===== src/rtl/mddr_pkg.sv =====
// Shared constants for the mobile-DDR init/refresh sequencer: command encodings,
// FSM state type and default 50 MHz timing values.
package mddr_pkg;

  // {cs_n, ras_n, cas_n, we_n}
  localparam logic [3:0] CmdNop = 4'b0111;
  localparam logic [3:0] CmdPre = 4'b0010;
  localparam logic [3:0] CmdRef = 4'b0001;
  localparam logic [3:0] CmdLmr = 4'b0000;

  // a[10] selects all banks for PRECHARGE
  localparam logic [12:0] PreAllAddr = 13'h0400;
  localparam logic [1:0]  BaMrs      = 2'b00;
  localparam logic [1:0]  BaEmrs     = 2'b10;

  localparam int unsigned DefTPwrup  = 10000;
  localparam int unsigned DefTRp     = 2;
  localparam int unsigned DefTRfc    = 4;
  localparam int unsigned DefTMrd    = 2;
  localparam int unsigned DefTRefi   = 390;
  localparam logic [12:0] DefMrVal   = 13'h031;
  localparam logic [12:0] DefEmrVal  = 13'h000;
  localparam int unsigned DefMaxDebt = 7;

  typedef enum logic [3:0] {
    StPwrup,
    StCkeOn,
    StPre,
    StRef1,
    StRef2,
    StMrs,
    StEmrs,
    StRun,
    StRpre,
    StRref
  } state_e;

  function automatic int unsigned max_u(input int unsigned a, input int unsigned b);
    return (a > b) ? a : b;
  endfunction

  // Counter width able to hold values 0 .. v-1, never narrower than one bit.
  function automatic int unsigned cnt_width(input int unsigned v);
    return (v > 1) ? $clog2(v) : 1;
  endfunction

endpackage


===== src/rtl/mddr_refresh_timer.sv =====
// Refresh interval timer with a saturating count of owed refreshes and a sticky
// overflow flag; counting begins once enable rises and never stops until reset.
module mddr_refresh_timer
  import mddr_pkg::*;
#(
  parameter int unsigned T_REFI   = DefTRefi,
  parameter int unsigned MAX_DEBT = DefMaxDebt
) (
  input  logic clk,
  input  logic reset_n,
  input  logic enable,
  input  logic dec,
  output logic pending_d,
  output logic ref_err
);

  localparam int unsigned TimW  = cnt_width(T_REFI);
  localparam int unsigned DebtW = cnt_width(MAX_DEBT + 1);

  localparam logic [TimW-1:0]  Reload  = TimW'(T_REFI - 1);
  localparam logic [DebtW-1:0] DebtMax = DebtW'(MAX_DEBT);

  logic [TimW-1:0]  cnt_q;
  logic [DebtW-1:0] debt_q, debt_d;
  logic             err_q;
  logic             expire;

  assign expire = enable && (cnt_q == '0);

  // Expiry and completion in the same cycle cancel out.
  always_comb begin
    debt_d = debt_q;
    if (expire && !dec) begin
      if (debt_q != DebtMax) debt_d = debt_q + DebtW'(1);
    end else if (dec && !expire) begin
      if (debt_q != '0) debt_d = debt_q - DebtW'(1);
    end
  end

  always_ff @(posedge clk or negedge reset_n) begin
    if (!reset_n) begin
      cnt_q  <= Reload;
      debt_q <= '0;
      err_q  <= 1'b0;
    end else begin
      if (!enable || cnt_q == '0) cnt_q <= Reload;
      else                        cnt_q <= cnt_q - TimW'(1);
      debt_q <= debt_d;
      if (expire && debt_q == DebtMax) err_q <= 1'b1;
    end
  end

  assign pending_d = (debt_d != '0);
  assign ref_err   = err_q;

endmodule


===== src/rtl/mddr_init_refresh.sv =====
// Mobile-DDR power-up sequencer and periodic refresh scheduler; owns the SDRAM
// command bus and lends it to the read/write engine between refreshes.
module mddr_init_refresh
  import mddr_pkg::*;
#(
  parameter int unsigned T_PWRUP  = DefTPwrup,
  parameter int unsigned T_RP     = DefTRp,
  parameter int unsigned T_RFC    = DefTRfc,
  parameter int unsigned T_MRD    = DefTMrd,
  parameter int unsigned T_REFI   = DefTRefi,
  parameter logic [12:0] MR_VAL   = DefMrVal,
  parameter logic [12:0] EMR_VAL  = DefEmrVal,
  parameter int unsigned MAX_DEBT = DefMaxDebt
) (
  input  logic        clk,
  input  logic        reset_n,
  input  logic        eng_cs_n,
  input  logic        eng_ras_n,
  input  logic        eng_cas_n,
  input  logic        eng_we_n,
  input  logic [12:0] eng_a,
  input  logic [1:0]  eng_ba,
  input  logic        ref_ack,
  output logic        ref_req,
  output logic        init_done,
  output logic        ref_err,
  output logic        mddr_cke,
  output logic        mddr_cs_n,
  output logic        mddr_ras_n,
  output logic        mddr_cas_n,
  output logic        mddr_we_n,
  output logic [12:0] mddr_a,
  output logic [1:0]  mddr_ba
);

  localparam int unsigned CntW = cnt_width(max_u(T_PWRUP, T_REFI));

  localparam logic [CntW-1:0] WaitPwrup = CntW'(T_PWRUP - 1);
  localparam logic [CntW-1:0] WaitRp    = CntW'(T_RP - 1);
  localparam logic [CntW-1:0] WaitRfc   = CntW'(T_RFC - 1);
  localparam logic [CntW-1:0] WaitMrd   = CntW'(T_MRD - 1);

  state_e          state_q;
  logic [CntW-1:0] wait_cnt;
  logic [3:0]      cmd_q;
  logic [12:0]     a_q;
  logic [1:0]      ba_q;
  logic            cke_q;
  logic            init_done_q;
  logic            ref_req_q;
  logic            pending_d;
  logic            ref_done;
  logic [3:0]      eng_cmd;

  assign eng_cmd  = {eng_cs_n, eng_ras_n, eng_cas_n, eng_we_n};
  assign ref_done = (state_q == StRref) && (wait_cnt == '0);

  mddr_refresh_timer #(
    .T_REFI   (T_REFI),
    .MAX_DEBT (MAX_DEBT)
  ) u_timer (
    .clk       (clk),
    .reset_n   (reset_n),
    .enable    (init_done_q),
    .dec       (ref_done),
    .pending_d (pending_d),
    .ref_err   (ref_err)
  );

  // Each state drives its command on entry, then NOPs until wait_cnt drains.
  always_ff @(posedge clk or negedge reset_n) begin
    if (!reset_n) begin
      state_q     <= StPwrup;
      wait_cnt    <= WaitPwrup;
      cmd_q       <= CmdNop;
      a_q         <= '0;
      ba_q        <= '0;
      cke_q       <= 1'b0;
      init_done_q <= 1'b0;
      ref_req_q   <= 1'b0;
    end else begin
      cmd_q     <= CmdNop;
      a_q       <= '0;
      ba_q      <= '0;
      ref_req_q <= 1'b0;
      if (wait_cnt != '0) wait_cnt <= wait_cnt - CntW'(1);

      unique case (state_q)
        StPwrup: begin
          if (wait_cnt == '0) begin
            state_q <= StCkeOn;
            cke_q   <= 1'b1;
          end
        end
        StCkeOn: begin
          state_q  <= StPre;
          wait_cnt <= WaitRp;
          cmd_q    <= CmdPre;
          a_q      <= PreAllAddr;
        end
        StPre: begin
          if (wait_cnt == '0) begin
            state_q  <= StRef1;
            wait_cnt <= WaitRfc;
            cmd_q    <= CmdRef;
          end
        end
        StRef1: begin
          if (wait_cnt == '0) begin
            state_q  <= StRef2;
            wait_cnt <= WaitRfc;
            cmd_q    <= CmdRef;
          end
        end
        StRef2: begin
          if (wait_cnt == '0) begin
            state_q  <= StMrs;
            wait_cnt <= WaitMrd;
            cmd_q    <= CmdLmr;
            a_q      <= MR_VAL;
            ba_q     <= BaMrs;
          end
        end
        StMrs: begin
          if (wait_cnt == '0) begin
            state_q  <= StEmrs;
            wait_cnt <= WaitMrd;
            cmd_q    <= CmdLmr;
            a_q      <= EMR_VAL;
            ba_q     <= BaEmrs;
          end
        end
        StEmrs: begin
          // Engine is not yet trusted on this edge, so RUN starts with a NOP.
          if (wait_cnt == '0) begin
            state_q     <= StRun;
            init_done_q <= 1'b1;
            ref_req_q   <= pending_d;
          end
        end
        StRun: begin
          if (ref_req_q && ref_ack) begin
            state_q  <= StRpre;
            wait_cnt <= WaitRp;
            cmd_q    <= CmdPre;
            a_q      <= PreAllAddr;
          end else begin
            cmd_q     <= eng_cmd;
            a_q       <= eng_a;
            ba_q      <= eng_ba;
            ref_req_q <= pending_d;
          end
        end
        StRpre: begin
          if (wait_cnt == '0) begin
            state_q  <= StRref;
            wait_cnt <= WaitRfc;
            cmd_q    <= CmdRef;
          end
        end
        StRref: begin
          if (wait_cnt == '0) begin
            state_q   <= StRun;
            cmd_q     <= eng_cmd;
            a_q       <= eng_a;
            ba_q      <= eng_ba;
            ref_req_q <= pending_d;
          end
        end
        default: begin
          state_q  <= StPwrup;
          wait_cnt <= WaitPwrup;
          cke_q    <= 1'b0;
        end
      endcase
    end
  end

  assign {mddr_cs_n, mddr_ras_n, mddr_cas_n, mddr_we_n} = cmd_q;
  assign mddr_a    = a_q;
  assign mddr_ba   = ba_q;
  assign mddr_cke  = cke_q;
  assign init_done = init_done_q;
  assign ref_req   = ref_req_q;

endmodule

===== config.mk =====
export PLATFORM = sky130hd
export DESIGN_NAME = mddr_init_refresh
export DESIGN_NICKNAME = d
export VERILOG_FILES = /design/src/rtl/mddr_pkg.sv /design/src/rtl/mddr_refresh_timer.sv /design/src/rtl/mddr_init_refresh.sv
export SDC_FILE = /design/constraint.sdc
export NUM_CORES = 1
export LEC_CHECK = 0
export CAP_MARGIN = 25
export CORE_MARGIN = 5
export CORE_UTILIZATION = 28
export DETAILED_ROUTE_END_ITERATION = 8
export GPL_TIMING_DRIVEN = 0
export PLACE_DENSITY = 0.5
export SETUP_SLACK_MARGIN = 0.3
export SLEW_MARGIN = 0
export SYNTH_ARGS = -nofsm -noshare
export SYNTH_HDL_FRONTEND = slang
export SYNTH_HIERARCHICAL = 1
export SYNTH_SLANG_ARGS = --single-unit

===== constraint.sdc =====
create_clock -name clk -period 2.5 [get_ports clk]
set_input_delay 0.25 -clock clk [delete_from_list [all_inputs] [get_ports clk]]
set_output_delay 0.25 -clock clk [all_outputs]
set_load 0.02 [all_outputs]

==> results.txt <==
worst-path fanout max -> 7
pwr dens -> 366 nW/um^2
Core ar. -> 10200 sq um
final setup vio count -> 0
mapped cell area -> 2900 sq um
detailed placer's ending HPWL -> 5360 um
CTS tree -> yes
Area Growth Syn to Fin -> 33.6%
max cap viols -> 0
ys flop type -> dfrtp_1
Residual DRC -> 0
antenna violations before repair -> 0
worst slack, placed -> -0.0767 ns
Worst VDD drop -> 206 uV
clock tree root buffer cell -> clkbuf_8
Mapped Cells -> 297
flops & latches, synth -> 53
WL/cell -> 15.3 um
setup TNS -> 0 ns
Post-synth EDFFs -> 0
# IOs -> 45
Skew-Pair Late Insertion Delay -> 0.30 ns
Final GP Congestion -> 0.829
largest net degree at the start of global routing -> 38
Worst EP arrival -> 2.55 ns
Routed Antenna Nets -> 0
clk buf depth -> 2
# fillers -> 1040
DIE AREA -> 12500 sq um
routed wire length -> 7640 um
Lkg Pwr -> 0.00151 uW
Hold Crit Class -> in2async
drt first pass iters -> 4
final instance area -> 3880 sq um
critical path type -> reg2reg
vias in the first global route -> 2499
Die Ht -> 112 um
Slew headroom -> 65.7%
status -> finished, final reports clean
Slew Limit Fails -> 0
clock transition at the registers of the reported paths -> 0.10 ns
layout cells sized above 1 -> 22.2%
sequential fraction of the synthesis area -> 46.4%
Site Rows -> 37
Area after DPL -> 3570 sq um
Async SR Flop Fraction -> 100%
chip width -> 112 um
# nets final -> 393
RSZ-0062 raised after global routing -> true
vias -> 2482
# diodes -> 0
1st-iter DRT viols -> 135
CP Capture Type -> flip-flop
IO buf count -> 44
syn avg cell area -> 9.77 sq um
Clock Skews -> 0.00602 ns
Fmax achieved -> 0.424 GHz
first-pass GRT wire length -> 12500 um
Yosys warning count -> 6
GRT overflow -> 0
Worst Tran Pin Value -> 0.515 ns
CTS sink count -> 53
final worst setup slack -> 0.144 ns
CP Data Required Time -> 2.70 ns
via/cell ratio -> 4.95
htree depth -> 2
fin crit period -> 2.36 ns
flip-flop and latch area -> 1350 sq um
Inserted Clock Buffers -> 5
area of the multi-input gates -> 1540 sq um
Worst setup SP type -> flip-flop
final hold viol count -> 0
Synth cell types -> 63
hold_ws -> 0.391 ns
Starting Density -> 28.4%
GRT Total Usage -> 12.0%
synthesized net count -> 326
final worst-path cycle share -> 94.2%
[sequential cells by signal, indices dropped and copies added (netlist names)]
signal	flops
wait_cnt	14
mddr_a	13
u_timer/cnt_q	9
cmd_q	4
state_q	4
u_timer/debt_q	3
mddr_ba	2
init_done	1
mddr_cke	1
ref_req	1
u_timer/ref_err	1
[layer usage]
layer	vias up	routed length [um]	global-route usage (%)
met3	5	307	2.61
met5	-	0	0
met1	1216	3560	15.5
li1	1207	-	-
met4	0	43	3.08
met2	54	3740	20.5
[cell families after synthesis]
group,after synthesis,share of synthesized area [%]
adders and majority gates,7,3.02
buffers and inverters,34,4.61
DFF,53,46.4
muxes,2,1.12
AOI/OAI and AO/OA,77,18.1
and+or+nand+nor,114,23.8
xor gates and xnor gates,10,3.02
[cell type report]
| class | instances | share of cell area [%] |
|---|---|---|
| buffer | 14 | 2.23 |
| clock buffer | 5 | 1.77 |
| clock inverter | 3 | 0.549 |
| inverter | 20 | 2.00 |
| multi-input combinational | 210 | 39.7 |
| sequential | 53 | 34.7 |
| tap | 136 | 4.39 |
| timing repair buffer | 60 | 14.7 |
[cells in the final DEF, fill, tap and decap left out, drive strengths merged, types with 6 or more instances in the layout]
master         instances
nor2b                 10
xnor2                  8
clkdlybuf4s50         43
a21oi                 19
buf                   18
ha                     7
nand2                 20
clkbuf                17
or3                    8
inv                   21
nor3                   9
nand3                  8
nor2                  18
o21ai                 17
dfrtp                 38
o31ai                  6
dfstp                 15
[worst max-delay path, cell delays in order (launching register included)]
cell and delay [ns]:
dfrtp_1 0.46, nor4_2 0.35, and4_4 0.32, inv_4 0.04, nor2_4 0.20, o21ai_4 0.10
mux2i_4 0.17, o221ai_2 0.12, or3_1 0.38, o311a_1 0.11
[timing repair]
action | CTS | global route
endpoints found under the setup margin | 14 | 16
hold endpoints to repair | 14 | 0
pin swaps | 10 | 8
resized for setup | 18 | 16
hold buffers | 1 | 0
gates cloned | 0 | 0
buffers inserted | 9 | 5
[where the power goes]
part           switching (uW)  internal [uW]  leakage [uW]
logic                    23.4           34.5      0.000798
registers                   0            858      0.000669
clock network             304            200     0.0000445
[path summary, 6_finish.rpt]
check                      cells past startpoint  slack, ns       startpoint         endpoint
min in group clk                               2       0.48         eng_a[3]        mddr_a[3]
min                                            2       0.39          reset_n        mddr_a[9]
max in group asynchronous                      3       1.49          reset_n      wait_cnt[8]
max reg2reg                                    9       0.14      wait_cnt[6]          ref_req
min reg2reg                                    1       0.51  u_timer/ref_err  u_timer/ref_err
max                                            9       0.14      wait_cnt[6]          ref_req
[synth_stat cells, drive strengths merged, types with 4 or more instances]
master | instances | share of area [%]
and3 | 5 | 1.1
nand2 | 20 | 2.6
xnor2 | 8 | 2.4
a21oi | 19 | 3.7
nor3 | 9 | 1.6
o21a | 4 | 1.0
dfrtp | 38 | 33
nor4 | 5 | 1.6
o31ai | 6 | 1.6
nand2b | 4 | 0.86
ha | 7 | 3.0
nor3b | 4 | 1.0
nand3 | 8 | 1.8
nor2 | 18 | 2.3
or3 | 8 | 1.9
o21ai | 17 | 2.9
inv | 20 | 2.6
or4 | 5 | 1.3
clkbuf | 10 | 1.3
nor2b | 10 | 2.2
dfstp | 15 | 14
[stage by stage]
stage | power (uW) | utilization [%] | cells
4_1_cts | 1460 | 37.2 | 496
3_5_place_dp | 933 | 34.9 | 478
2_1_floorplan | 878 | - | 297
3_3_place_gp | 930 | 34.7 | 477
5_1_grt | 1490 | 37.9 | 501
6_report | 1420 | 37.9 | 501
(Power assumes the default switching activity.)
